$ cat src/rtl/lcd_pkg.sv
// Shared LCD constants: mode encodings, init table and default bus timing,
// so the main controller and the bus driver agree on one set of values.
package lcd_pkg;

    localparam logic LCD_INIT = 1'b1;
    localparam logic LCD_REF  = 1'b0;

    localparam int INIT_CONST_NO = 4;
    localparam int REF_DATA_NO   = 16;

    localparam logic [7:0] INIT_FUNC_SET   = 8'h38;
    localparam logic [7:0] INIT_DISP_ON    = 8'h0C;
    localparam logic [7:0] INIT_ENTRY_MODE = 8'h06;
    localparam logic [7:0] INIT_CLEAR      = 8'h01;

    // Defaults assume a 50 MHz clock.
    localparam int DEF_T_PWR   = 2_000_000;
    localparam int DEF_T_AS    = 2;
    localparam int DEF_T_EH    = 12;
    localparam int DEF_T_H     = 2;
    localparam int DEF_T_EXEC  = 2000;
    localparam int DEF_T_CLEAR = 80_000;
    localparam int DEF_CNT_W   = 21;

    typedef struct packed {
        logic mode;
        logic db_sel;
        logic reg_sel;
    } lcd_req_t;

    function automatic logic [7:0] init_byte(input logic [3:0] idx);
        case (idx)
            4'd0:    return INIT_FUNC_SET;
            4'd1:    return INIT_DISP_ON;
            4'd2:    return INIT_ENTRY_MODE;
            4'd3:    return INIT_CLEAR;
            default: return 8'h00;
        endcase
    endfunction

    // Clear display / return home need the long execution wait.
    function automatic logic is_slow_cmd(input logic rs, input logic [7:0] b);
        return !rs && (b <= 8'h03);
    endfunction

endpackage

$ cat src/rtl/lcd_delay_counter.sv
// Loadable down-counter; done is high while the count sits at zero.
module lcd_delay_counter #(
    parameter int               CNT_W   = 21,
    parameter logic [CNT_W-1:0] RST_VAL = '0
) (
    input  logic             clk,
    input  logic             rst,
    input  logic             load,
    input  logic [CNT_W-1:0] value,
    output logic             done
);

    logic [CNT_W-1:0] cnt_q, cnt_d;

    always_comb begin
        cnt_d = cnt_q;
        if (load)
            cnt_d = value;
        else if (cnt_q != '0)
            cnt_d = cnt_q - CNT_W'(1);
    end

    always_ff @(posedge clk or posedge rst) begin
        if (rst)
            cnt_q <= RST_VAL;
        else
            cnt_q <= cnt_d;
    end

    assign done = (cnt_q == '0);

endmodule

$ cat src/rtl/lcd_bus_driver.sv
// HD44780-style bus driver: runs init-table, single-command or refresh-line
// transactions with setup / E-pulse / hold / execution-wait timing.
module lcd_bus_driver
    import lcd_pkg::*;
#(
    parameter int T_PWR   = DEF_T_PWR,
    parameter int T_AS    = DEF_T_AS,
    parameter int T_EH    = DEF_T_EH,
    parameter int T_H     = DEF_T_H,
    parameter int T_EXEC  = DEF_T_EXEC,
    parameter int T_CLEAR = DEF_T_CLEAR,
    parameter int CNT_W   = DEF_CNT_W
) (
    input  logic       clk,
    input  logic       rst,
    input  logic       lcd_enable,
    input  logic       mode,
    input  logic       db_sel,
    input  logic       reg_sel,
    input  logic [7:0] data_in,
    output logic [3:0] data_idx,
    output logic       lcd_e,
    output logic       lcd_rs,
    output logic       lcd_rw,
    output logic [7:0] lcd_db,
    output logic       lcd_finish,
    output logic       busy
);

    localparam logic [2:0] S_POWERUP = 3'd0;
    localparam logic [2:0] S_IDLE    = 3'd1;
    localparam logic [2:0] S_SETUP   = 3'd2;
    localparam logic [2:0] S_PULSE   = 3'd3;
    localparam logic [2:0] S_HOLD    = 3'd4;
    localparam logic [2:0] S_WAIT    = 3'd5;

    logic [2:0]  state_q, state_d;
    lcd_req_t    req_q, req_d, req_in, start_req;
    logic        pend_q, pend_d;
    logic [4:0]  nbytes_q, nbytes_d;
    logic [3:0]  byte_q, byte_d;
    logic [3:0]  idx_q, idx_d;
    logic        e_q, e_d, rs_q, rs_d, fin_q, fin_d, busy_q, busy_d;
    logic [7:0]  db_q, db_d;
    logic        start, last, src_tab;
    logic        ld, done;
    logic [CNT_W-1:0] ld_val;

    lcd_delay_counter #(
        .CNT_W  (CNT_W),
        .RST_VAL(CNT_W'(T_PWR - 1))
    ) u_dly (
        .clk  (clk),
        .rst  (rst),
        .load (ld),
        .value(ld_val),
        .done (done)
    );

    assign req_in  = {mode, db_sel, reg_sel};
    assign src_tab = (req_q.mode == LCD_INIT) && req_q.db_sel;
    assign last    = ({1'b0, byte_q} == nbytes_q - 5'd1);

    always_comb begin
        state_d   = state_q;
        req_d     = req_q;
        pend_d    = pend_q;
        nbytes_d  = nbytes_q;
        byte_d    = byte_q;
        idx_d     = idx_q;
        e_d       = e_q;
        rs_d      = rs_q;
        db_d      = db_q;
        fin_d     = 1'b0;
        ld        = 1'b0;
        ld_val    = '0;
        start     = 1'b0;
        start_req = req_in;

        case (state_q)
            S_POWERUP: begin
                // A start seen during power-up is held until the wait expires.
                if (lcd_enable) begin
                    pend_d = 1'b1;
                    req_d  = req_in;
                end
                if (done) begin
                    pend_d    = 1'b0;
                    start_req = lcd_enable ? req_in : req_q;
                    if (lcd_enable || pend_q)
                        start = 1'b1;
                    else
                        state_d = S_IDLE;
                end
            end
            S_IDLE: begin
                if (lcd_enable)
                    start = 1'b1;
            end
            S_SETUP: begin
                if (done) begin
                    state_d = S_PULSE;
                    e_d     = 1'b1;
                    ld      = 1'b1;
                    ld_val  = CNT_W'(T_EH - 1);
                end
            end
            S_PULSE: begin
                if (done) begin
                    state_d = S_HOLD;
                    e_d     = 1'b0;
                    ld      = 1'b1;
                    ld_val  = CNT_W'(T_H - 1);
                end
            end
            S_HOLD: begin
                if (done) begin
                    state_d = S_WAIT;
                    ld      = 1'b1;
                    ld_val  = is_slow_cmd(rs_q, db_q) ? CNT_W'(T_CLEAR - 1)
                                                      : CNT_W'(T_EXEC - 1);
                    // Advance early so data_in for the next byte settles
                    // during the wait and is ready when SETUP is entered.
                    if (!last && !src_tab)
                        idx_d = idx_q + 4'd1;
                end
            end
            S_WAIT: begin
                if (done) begin
                    if (last) begin
                        state_d = S_IDLE;
                        fin_d   = 1'b1;
                        rs_d    = 1'b0;
                        db_d    = 8'h00;
                        idx_d   = 4'd0;
                    end else begin
                        state_d = S_SETUP;
                        byte_d  = byte_q + 4'd1;
                        db_d    = src_tab ? init_byte(byte_q + 4'd1) : data_in;
                        ld      = 1'b1;
                        ld_val  = CNT_W'(T_AS - 1);
                    end
                end
            end
            default: state_d = S_POWERUP;
        endcase

        if (start) begin
            state_d = S_SETUP;
            req_d   = start_req;
            byte_d  = 4'd0;
            idx_d   = 4'd0;
            rs_d    = start_req.reg_sel;
            if (start_req.mode == LCD_REF)
                nbytes_d = 5'(REF_DATA_NO);
            else if (start_req.db_sel)
                nbytes_d = 5'(INIT_CONST_NO);
            else
                nbytes_d = 5'd1;
            db_d   = (start_req.mode == LCD_INIT && start_req.db_sel) ? init_byte(4'd0) : data_in;
            ld     = 1'b1;
            ld_val = CNT_W'(T_AS - 1);
        end

        busy_d = (state_d != S_IDLE);
    end

    always_ff @(posedge clk or posedge rst) begin
        if (rst) begin
            state_q  <= S_POWERUP;
            req_q    <= '0;
            pend_q   <= 1'b0;
            nbytes_q <= 5'd0;
            byte_q   <= 4'd0;
            idx_q    <= 4'd0;
            e_q      <= 1'b0;
            rs_q     <= 1'b0;
            db_q     <= 8'h00;
            fin_q    <= 1'b0;
            busy_q   <= 1'b1;
        end else begin
            state_q  <= state_d;
            req_q    <= req_d;
            pend_q   <= pend_d;
            nbytes_q <= nbytes_d;
            byte_q   <= byte_d;
            idx_q    <= idx_d;
            e_q      <= e_d;
            rs_q     <= rs_d;
            db_q     <= db_d;
            fin_q    <= fin_d;
            busy_q   <= busy_d;
        end
    end

    assign data_idx   = idx_q;
    assign lcd_e      = e_q;
    assign lcd_rs     = rs_q;
    assign lcd_rw     = 1'b0;
    assign lcd_db     = db_q;
    assign lcd_finish = fin_q;
    assign busy       = busy_q;

endmodule

$ cat config.mk
export PLATFORM = sky130hd
export DESIGN_NAME = lcd_bus_driver
export DESIGN_NICKNAME = d
export VERILOG_FILES = /design/src/rtl/lcd_pkg.sv /design/src/rtl/lcd_delay_counter.sv /design/src/rtl/lcd_bus_driver.sv
export SDC_FILE = /design/constraint.sdc
export NUM_CORES = 1
export LEC_CHECK = 0
export BUFFER_PORTS_ARGS = -buffer_cell sky130_fd_sc_hd__buf_2
export CAP_MARGIN = 20
export CELL_PAD_IN_SITES_DETAIL_PLACEMENT = 1
export CELL_PAD_IN_SITES_GLOBAL_PLACEMENT = 1
export CORE_MARGIN = 8
export CORE_UTILIZATION = 40
export DETAILED_ROUTE_END_ITERATION = 8
export PLACE_DENSITY_LB_ADDON = 0.3
export SLEW_MARGIN = 15
export SYNTH_ARGS = -nofsm -noshare
export SYNTH_HDL_FRONTEND = slang
export SYNTH_SLANG_ARGS = --single-unit
$ cat constraint.sdc
create_clock -name clk -period 3 [get_ports clk]
set_input_delay 0.6 -clock clk [delete_from_list [all_inputs] [get_ports clk]]
set_output_delay 0.6 -clock clk [all_outputs]
set_load 0.05 [all_outputs]
==> out/results.tsv <==
metric	value	unit
status	completed	
#FFs+latches synth	51	
worst setup path class	reg2reg	
Leak Pwr	1.52	nW
TritonCTS clock tree	yes	
Avg Inst Size Synth	9.03	um2
Root Buffer	clkbuf_8	
Row Count	32	
Pre-antenna DRT Iters	4	
# IOs	31	
number of global-route vias before repair	2984	
Setup violations, final	0	
dpl hpwl	6810	um
Die ar.	0.0108	mm2
first-pass GRT wire length	15100	um
number of cells after detailed placement	478	
largest net degree at the start of global routing	23	
DP Worst Slack	0.0681	ns
wire per inst	18.5	um
Final Non-Filler Cells	486	
syn_nets	366	
Clk Latency, worst-skew pair	0.30	ns
clock-pin slew on the worst setup and hold paths	0.09	ns
PortBufs	29	
# diodes	0	
RSZ-0062 raised after global routing	no	
Synth Flop Type	dfrtp_1	
height of the die	104	um
vias post-DR	2759	
Worst VDD drop	0.166	mV
sum of negative setup slack	0	ns
grt total ovfl	0	
Peak Freq	0.349	GHz
final worst slack	0.132	ns
Max Slew Vio Count	0	
WP data required	3.20	ns
Tightest Hold Check Type	in2async	
GPL Wtd Cong	0.829	
fillers	930	
Fin. Hold Viols	0	
Critical Path Start	u_dly.cnt_q[0]$_DFFE_PP1P_	
DRT iter0 DRCs	173	
synth unique cells	57	
fraction of registers with async set/reset	1.00	
Initial Util	0.408	
Post-synth EDFFs	0	
antenna viol nets, final	0	
share of layout cells above drive strength 1	0.229	
Vias/cell	5.68	
postcts setup bufs	0	
Worst Tran Pin Value	0.887	ns
Max-cap violations	0	
Post-route DRC	0	
total design power	1.14	mW
crit path DAT	3.07	ns
Pwr Density	322	mW/mm2
Worst Skew	0.0112	ns
crit end category	register	
CP Launch Type	register	
CP Max Fanout	5	
Fin Hold WS	0.310	ns
total wire length	9000	um
clock tree buffer depth	2	
core area	0.00761	mm2
Synth Cell Area	0.00311	mm2
DIE WIDTH	104	um
Final #Nets	405	
Slew HR	0.408	
cell count after synthesis	344	
Area growth, synth to finish	14.3	%
Num CTS Buffers	5	
R2R cell count	7	
R2R Path Start	u_dly.cnt_q[0]$_DFFE_PP1P_	
Tot GR Track Use	0.169	
Hold-fix buffers, CTS	0	
crit share post-route	0.956	
Placed Area	0.00345	mm2
initial antenna violation count	0	
yosys warns	0	
Final Core Density	0.466	
post-route minimum period	2.87	ns
design area	0.00355	mm2
post-synthesis sequential area ratio	0.417	
H-tree depth	2	
Sink Count	51	
-- logic make-up (layout without fill, tap and decap cells) --
kind of cell | count (synthesis) | after routing | synth area share
xor gates and xnor gates | 20 | 20 | 0.0564
buffers and inverters | 27 | 67 | 0.0347
muxes | 8 | 8 | 0.0294
other | 1 | 1 | 0.00121
adders and majority gates | 8 | 8 | 0.0322
AOI/OAI and AO/OA | 74 | 74 | 0.165
and+or+nand+nor | 155 | 155 | 0.265
DFF | 51 | 51 | 0.417
-- metal layers --
layer	share of wire	vias to the layer above	global-route usage	wire (um)
met5	0	-	0	0
met4	0.0079	0	0.0445	71
met3	0.033	5	0.0260	298
met2	0.49	40	0.290	4410
met1	0.47	1390	0.214	4220
li1	-	1324	-	-
-- synthesized netlist by cell type, drive strengths merged, types with 6 or more instances --
| master | n | area share |
|---|---|---|
| a21o | 8 | 0.019 |
| a21oi | 17 | 0.027 |
| clkbuf | 11 | 0.013 |
| dfrtp | 37 | 0.30 |
| dfstp | 14 | 0.12 |
| ha | 8 | 0.032 |
| inv | 13 | 0.016 |
| mux2 | 6 | 0.023 |
| nand2 | 37 | 0.045 |
| nand2b | 6 | 0.012 |
| nand3 | 18 | 0.029 |
| nand4 | 6 | 0.012 |
| nor2 | 30 | 0.036 |
| nor3 | 9 | 0.018 |
| nor4 | 13 | 0.026 |
| o21ai | 10 | 0.016 |
| o31ai | 9 | 0.022 |
| xnor2 | 11 | 0.031 |
| xor2 | 9 | 0.025 |
-- report_power, final --
group | switching (mW) | internal, mW | total [mW]
clock | 0.227 | 0.187 | 0.414
combinational | 0.0285 | 0.0131 | 0.0416
sequential | 0 | 0.688 | 0.688
-- final cells by class --
| type | instances | area (um2) | share of cell area |
|---|---|---|---|
| clock buffer | 7 | 86.3 | 0.0243 |
| clock inverter | 1 | 5.00 | 0.00141 |
| inverter | 13 | 48.8 | 0.0138 |
| multi-input combinational | 266 | 1710 | 0.483 |
| sequential | 51 | 1290 | 0.365 |
| tap | 102 | 128 | 0.0360 |
| timing repair buffer | 46 | 273 | 0.0769 |
-- sequential cells by signal (all words and copies together), names as in the netlist --
| name | cells |
|---|---|
| u_dly.cnt_q | 21 |
| lcd_db | 8 |
| byte_q | 4 |
| data_idx | 4 |
| nbytes_q | 3 |
| req_q | 3 |
| state_q | 3 |
| busy | 1 |
| lcd_e | 1 |
| lcd_finish | 1 |
| lcd_rs | 1 |
| pend_q | 1 |
-- timing repair --
item	in CTS	in global routing
hold endpoints to repair	0	0
endpoints found under the setup margin	0	1
resized for setup	0	1
-- layout by cell type, fill, tap and decap left out, drive strengths merged, types with 3 or more instances in the layout --
| master | n |
|---|---|
| buf | 46 |
| nand2 | 37 |
| dfrtp | 37 |
| nor2 | 30 |
| nand3 | 18 |
| a21oi | 17 |
| dfstp | 14 |
| nor4 | 13 |
| inv | 13 |
| xnor2 | 11 |
| o21ai | 10 |
| o31ai | 9 |
| xor2 | 9 |
| nor3 | 9 |
| a21o | 8 |
| ha | 8 |
| clkbuf | 7 |
| nand4 | 6 |
| nand2b | 6 |
| mux2 | 6 |
| or3 | 5 |
| a31oi | 5 |
| or4 | 5 |
| or2 | 4 |
| nand3b | 4 |
| a221oi | 4 |
| and2 | 4 |
| and3 | 4 |
| nor2b | 3 |
| a211oi | 3 |
-- path summary, 6_finish.rpt --
check | end | slack, ns
min reg2reg | u_dly.cnt_q[20]$_DFFE_PP1P_ | 0.51
min in group clk | u_dly.cnt_q[20]$_DFFE_PP1P_ | 0.51
max reg2reg | data_idx[0]$_DFFE_PP0P_ | 0.13
min | req_q[1]$_DFFE_PP0P_ | 0.31
max | data_idx[0]$_DFFE_PP0P_ | 0.13
max in group asynchronous | u_dly.cnt_q[17]$_DFFE_PP1P_ | 1.97
-- worst max-delay path, stage by stage, from the launching register on --
cell     delay [ns]
dfstp_2        0.39
inv_1          0.08
ha_1           0.23
or4b_4         0.53
or4_4          0.50
or4_4          0.57
and3_4         0.21
mux2_4         0.25
No activity file was read; power rests on OpenSTA's default activity.
